--- config.mk ---
export PLATFORM = sky130hd
export DESIGN_NAME = dmem_copy_engine
export DESIGN_NICKNAME = d
export VERILOG_FILES = /design/src/rtl/dmem_pkg.sv /design/src/rtl/dmem_copy_engine.sv
export SDC_FILE = /design/constraint.sdc
export NUM_CORES = 1
export LEC_CHECK = 0
export ABC_AREA = 0
export ABC_CLOCK_PERIOD_IN_PS = 1900
export CORE_MARGIN = 1.5
export CORE_UTILIZATION = 40
export DETAILED_ROUTE_END_ITERATION = 10
export PLACE_DENSITY = 0.85
export SYNTH_ARGS = -nofsm -noshare
export SYNTH_HDL_FRONTEND = slang
export SYNTH_SLANG_ARGS = --single-unit
--- constraint.sdc ---
create_clock -name clk -period 1.9 [get_ports clk]
set_clock_uncertainty 0.15 [all_clocks]
set_input_delay 0.38 -clock clk [delete_from_list [all_inputs] [get_ports clk]]
set_output_delay 0.38 -clock clk [all_outputs]
set_load 0.005 [all_outputs]
--- src/rtl/dmem_pkg.sv ---
// Shared constants and FSM state encoding for the data-memory copy engine.
package dmem_pkg;

    localparam int AW_DEF = 8;
    localparam int DW_DEF = 8;

    typedef enum logic [1:0] {
        ST_IDLE  = 2'd0,
        ST_READ  = 2'd1,
        ST_WRITE = 2'd2,
        ST_DONE  = 2'd3
    } state_t;

endpackage

--- src/rtl/dmem_copy_engine.sv ---
// Byte-wise memory-to-memory copy engine sitting between the core and a
// single-port data memory. While idle the core owns the port; while a copy
// runs the engine alternates READ/WRITE cycles and the core write is dropped.
module dmem_copy_engine
    import dmem_pkg::*;
#(
    parameter int AW = AW_DEF,
    parameter int DW = DW_DEF
) (
    input  logic          clk,
    input  logic          reset,
    input  logic          start,
    input  logic [AW-1:0] src_addr,
    input  logic [AW-1:0] dst_addr,
    input  logic [AW-1:0] len,
    input  logic          cpu_mem_write,
    input  logic [AW-1:0] cpu_addr,
    input  logic [DW-1:0] cpu_wdata,
    output logic [DW-1:0] cpu_rdata,
    output logic          busy,
    output logic          done,
    output logic          mem_write,
    output logic [AW-1:0] mem_addr,
    output logic [DW-1:0] mem_wdata,
    input  logic [DW-1:0] mem_rdata
);

    localparam logic [AW-1:0] ONE = AW'(1);

    state_t        r_state;
    state_t        w_state_nxt;
    logic [AW-1:0] r_src_ptr;
    logic [AW-1:0] r_dst_ptr;
    logic [AW-1:0] r_count;
    logic [DW-1:0] r_data;
    logic          w_accept;

    // A copy is only taken from IDLE; zero length goes straight to DONE.
    assign w_accept  = (r_state == ST_IDLE) && start && (len != '0);
    assign cpu_rdata = mem_rdata;

    // State register; reset wins over any start in the same cycle.
    always_ff @(posedge clk) begin
        if (reset) r_state <= ST_IDLE;
        else       r_state <= w_state_nxt;
    end

    // Copy datapath: latch request, capture read data, step pointers on write.
    always_ff @(posedge clk) begin
        if (reset) begin
            r_src_ptr <= '0;
            r_dst_ptr <= '0;
            r_count   <= '0;
            r_data    <= '0;
        end else begin
            if (w_accept) begin
                r_src_ptr <= src_addr;
                r_dst_ptr <= dst_addr;
                r_count   <= len;
            end
            if (r_state == ST_READ) r_data <= mem_rdata;
            if (r_state == ST_WRITE) begin
                // Natural AW-bit wrap gives modulo-2^AW pointer stepping.
                r_src_ptr <= r_src_ptr + ONE;
                r_dst_ptr <= r_dst_ptr + ONE;
                r_count   <= r_count - ONE;
            end
        end
    end

    // Next state and memory-port mux; core passes through outside a copy.
    always_comb begin
        w_state_nxt = r_state;
        busy        = 1'b0;
        done        = 1'b0;
        mem_write   = cpu_mem_write;
        mem_addr    = cpu_addr;
        mem_wdata   = cpu_wdata;
        unique case (r_state)
            ST_IDLE: begin
                if (start) w_state_nxt = (len == '0) ? ST_DONE : ST_READ;
            end
            ST_READ: begin
                busy        = 1'b1;
                mem_write   = 1'b0;
                mem_addr    = r_src_ptr;
                mem_wdata   = r_data;
                w_state_nxt = ST_WRITE;
            end
            ST_WRITE: begin
                busy        = 1'b1;
                mem_write   = 1'b1;
                mem_addr    = r_dst_ptr;
                mem_wdata   = r_data;
                w_state_nxt = (r_count == ONE) ? ST_DONE : ST_READ;
            end
            ST_DONE: begin
                done        = 1'b1;
                w_state_nxt = ST_IDLE;
            end
            default: w_state_nxt = ST_IDLE;
        endcase
    end

endmodule

**Yosys cells after proc, flatten, opt, wreduce, memory -nomap -nowiden**

Index checks and enable logic that the tools add are counted.

- Flip-flop bits (word level): 34
- Output and inout port bits: 27

- Add/sub/neg operators: 3
- Eq/ne operators: 5
- Muxes and demuxes: 15
- Reductions and logical operators: 7

Operators with widths:

| operator | count |
|---|---|
| 8-bit 2-to-1 mux | 7 |
| 8-bit by 1-bit adder with 8-bit output (second input constant) | 2 |
| 8-bit case mux with 2 select lines | 1 |
| 8-bit by 1-bit equality test with 1-bit output (second input constant) | 1 |
| 8-bit zero test | 1 |
| 2-bit case mux with 4 select lines | 1 |
| 8-bit nonzero test | 1 |
| 8-bit by 1-bit subtractor with 8-bit output (second input constant) | 1 |
| 2-bit 2-to-1 mux | 3 |
| 2-bit equality test (second input constant) | 2 |
| 2-bit by 1-bit equality test with 1-bit output (second input constant) | 1 |
| 1-bit logical AND | 2 |
| 2-bit zero test | 1 |
| 1-bit 2-to-1 mux | 2 |
| 2-bit inequality test (second input constant) | 1 |
| 1-bit case mux with 2 select lines | 1 |
| 2-bit nonzero test | 1 |
| 2-bit OR reduction | 1 |

**Logic depth before layout (Yosys ltp)**

Gate-level depths: netlist of run 1.

- Word-level depth: 5
- Mapped depth: 8
- Depth with buffers taken out: 6

**Least setup slack after synthesis of run 1**

No wires, ideal clock.

- Path kind: flip-flop to output port
- Start point: register r_state[0]
- End point: output mem_wdata[4]
- Arrival: 1.668 ns
- Slack: -0.298 ns
- Stages on the path, launching flop included: 6
- Path buffers: 2
- Cell sequence: dfxtp_1 -> inv_1 -> ha_1 -> clkbuf_1 -> buf_1 -> mux2_2

- Longest elaborated chain between the ends: 3
- Elaborated cells on any way between the ends: 4
- Classes of those cells: eq/ne: 2; mux: 1; reduce/logical: 1

RTL lines:

| item | RTL line | text |
|---|---|---|
| start: declaration | dmem_copy_engine.sv:30 | `state_t r_state;` |
| start signal: assignment | dmem_copy_engine.sv:45 | `else r_state <= w_state_nxt;` |
| 2-bit by 1-bit equality test with 1-bit output / 2-bit equality test (equally long branches) | dmem_copy_engine.sv:79 | `unique case (r_state)` |
| 2-bit OR reduction (no source line) * | n/a |  |
| 8-bit 2-to-1 mux * | dmem_copy_engine.sv:79 |  |
| end: declaration | dmem_copy_engine.sv:24 | `output logic [DW-1:0] mem_wdata,` |

Mark *: on every way between the ends. The rest lies on a longest branch, timed or not.

**Worst setup path after layout of run 1**

- Start point: register r_state[1]
- End point: output mem_wdata[0]

The elaborated chain is that of the path after synthesis.

==> impl_metrics.csv, run 1 <==
group,metric,value,unit
clock_tree,numCtsBuffers,5,
die,die_x,76.4,µm
timing,setup_viol,23,
drt,routed_wl,7740,µm
drt,route.detailed.drc,0,
finish,final_cell_area,3700,µm²
pwr,power.switching,0.00191,W
pwr,p_sw_share,39.8,%
pwr,p_int,0.00289,W
place,placed_cell_area,3190,µm²
yosys,avgSynthCellArea,8.45,µm²
die,die_area,5840,µm²
setup_path,cp_top_family,"flip-flops",
place,pre_cts_ws,-363,ps
drt,ant_nets,0,
place,dp_hpwl,4870,µm
timing,layout_setup_ws,-169,ps
yosys,synth-seq-area-share,31.6,%
die,ios,79,
global_routing,gr-total-overflow,0,
yosys,synthArstFlopShare,0,%
worst_hold_path,hold_path_startpoint,"len[3]",
setup_path,required,1370,ps
worst_hold_path,holdPathStages,3,
global_routing,grt_max_degree,16,
setup_path,slowest_delay,350,ps
setup_path,r2r_slack,-70,ps
clock_tree,htreeDepth,2,
yosys,syn_nets,316,
place,gp_congestion,0.901,
setup_path,worstSetupStartpointType,"register",
setup_path,reg2reg_depth,9,
yosys,ys.flop_type,"dfxtp_1",
drt,vias,2606,
finish,syn2layout_area_growth,71.9,%
timing,worst_pin_slew,396,ps
setup_path,cp-end-kind,"output port",
setup_path,slowest_stage,"dfxtp_2",
clock_tree,clkTransAtPathRegs,70,ps
finish,num_antenna_cells,0,
timing,rsz0062_at_grt,"true",
finish,layout_common_cells,"43 x clkdlybuf4s50_1, 33 x buf_4, 32 x dfxtp_1, 19 x nand3_1, 18 x a21oi_1",
finish,drive_gt1_share,37.6,%
global_routing,grt_pass1_wl,12000,µm
die,rows,26,
clock_tree,ctsHoldBuffers,0,
drt,wl_per_cell,17.9,µm
drt,drt_iter0_drc,190,
timing,finalHoldViolations,0,
die,die_h,76.4,µm
global_routing,grt_pass1_vias,2612,
yosys,synth_cell_type_count,45,
clock_tree,clockBufferDepth,2,
timing,fmax,483,MHz
pwr,p_seq_share,23.1,%
die,initial_utilization,41.9,%
yosys,ys_warn_count,0,
yosys,synth_edf_count,0,
drt,post_drt_via_cell_ratio,6.03,
setup_path,critPathKind,"reg2out",
outcome,violations,"setup timing",
global_routing,grt_usage,25.5,%
timing,slew_headroom,73.4,%
setup_path,cp_cell_sequence,"inv_4 > ha_4 > buf_8 > mux2_4 > buf_6",
finish,fillCellCount,389,
finish,final_common_cell,"clkdlybuf4s50_1",
worst_hold_path,holdPathEnd,"r_count[3]",
yosys,syn-cell-area,2150,µm²
pwr,power_per_cell_area,1300,nW/µm²
timing,slew_viol_final,0,
setup_path,crit_buf_inv,3,
timing,min_period_over_period,109,%
yosys,synthCells,255,
pwr,leakagePower,1.51,nW
clock_tree,cts_sinks,34,
setup_path,cp_max_fo,6,
pwr,ir_worst_vdd,897,µV
timing,period_needed,2070,ps
clock_tree,cts_root_buf,"clkbuf_8",
pwr,pwr-share-clk,10.8,%
job,max_cap_viol_count,0,
die,core,5140,µm²
setup_path,cp.arrival,1540,ps
pwr,p_total,0.00480,W
drt,dr.pass1.iters,5,
setup_path,rr_startpoint,"r_state[0]",
clock_tree,clk_latency,290,ps
worst_hold_path,hp-class,"in2reg",
finish,nets,423,
setup_path,r2r_end,"r_src_ptr[3]",
global_routing,antenna_found_initial,0,
yosys,ys_ff_latch,34,
place,port_buffers,78,
clock_tree,cts_tree,"done",
outcome,status,"complete, but fails checks",
pwr,p_comb_share,66.1,%
==> registers in the layout (all words and copies together) (netlist names) <==
name and count:
r_state 2, r_count 8, r_src_ptr 8, r_data 8, r_dst_ptr 8
==> Yosys cell counts, types with 4 or more instances <==
master    instances  area, µm²
a211oi_1          6       45.0
a21oi_1          29        145
a22oi_1          14        105
buf_1             4       15.0
buf_2             4       20.0
buf_4             9       67.6
clkbuf_1          8       30.0
dfxtp_1          34        681
ha_1              9        113
inv_1             8       30.0
mux2_2           10        113
mux2i_1           9       90.1
nand2_1           8       30.0
nand3_1          19       95.1
nand4_1           4       25.0
nor2_1           23       86.3
nor3_1            6       30.0
o21ai_1           4       20.0
xnor2_1           4       35.0
==> logic make-up (layout without fill, tap and decap cells) <==
group	count (synthesis)	in the layout	share of synthesized area, %
buf+inv	33	139	7.55
xor+xnor	7	7	2.85
flops	34	34	31.6
simple gates	75	75	18.8
mux	19	19	9.41
compound gates	78	79	24.6
fa+ha+maj	9	9	5.23
==> power by group through the flow <==
stage	combinational [W]	sequential [W]	clock [W]
2_1_floorplan	0.00129	0.00106	0
3_3_place_gp	0.00238	0.00106	0
3_5_place_dp	0.00245	0.00107	0
4_1_cts	0.00304	0.00108	0.000520
5_1_grt	0.00339	0.00113	0.000545
6_report	0.00318	0.00111	0.000517
==> what timing repair did <==
| item | in CTS | in global routing |
|---|---|---|
| pin swaps | 16 | 22 |
| hold endpoints to repair | 0 | 0 |
| gates resized for setup | 133 | 55 |
| setup buffers | 11 | 3 |
| endpoints found under the setup margin | 38 | 49 |
| cloned | 3 | 0 |
==> worst max path at each step <==
stage,endpoint,slack (ps),startpoint,cells after the start
floorplan,mem_wdata[4],2,r_state[0],5
global placement,r_src_ptr[6],-330,len[2],5
detailed placement,r_count[4],-360,len[6],5
CTS,mem_addr[6],-240,r_state[0],8
global route,mem_wdata[4],-210,r_state[1],5
finish,mem_wdata[0],-170,r_state[1],5
==> routing by layer <==
metal,vias to the layer above,routed length [µm],GRT usage [%]
met2,176,3840,44.6
met5,-,0,0
met3,33,592,6.35
li1,1158,-,-
met1,1239,3070,28.6
met4,0,233,12.8
==> cell type report <==
cell class / instances / area (µm²) / share of cell area, %
tap: 70 / 87.6 / 2.36
multi-input combinational: 189 / 1590 / 43.0
inverter: 8 / 38.8 / 1.05
sequential: 34 / 686 / 18.5
timing repair buffer: 124 / 1220 / 33.0
clock buffer: 7 / 76.3 / 2.06
==> per-stage QoR <==
stage	TNS [ps]	hold WS, ps	cells	utilization [%]
after global placement	-11320	321	413	62.1
after global routing	-3870	382	432	72.1
final	-2630	358	432	72.1
after CTS	-3510	359	434	69.0
after floorplan	0	304	255	-
after detailed placement	-12420	339	413	62.1
==> worst min-delay path, cell delays in order <==
cell	delay (ps)
dlymetal6s2s_1	180
a2bb2oi_1	100
a21oi_1	110
Power figures use the tool's default switching activity.
==> run 2: changes to the inputs <==
--- a/config.mk
+++ b/config.mk
@@ -9,6 +9,7 @@
 export ABC_CLOCK_PERIOD_IN_PS = 1900
 export CORE_MARGIN = 1.5
 export CORE_UTILIZATION = 40
+export CTS_CLUSTER_DIAMETER = 60
 export DETAILED_ROUTE_END_ITERATION = 10
 export PLACE_DENSITY = 0.85
 export SYNTH_ARGS = -nofsm -noshare
==> results of run 2 <==
No change in the layout: final DEF, timing and power equal those of run 1.
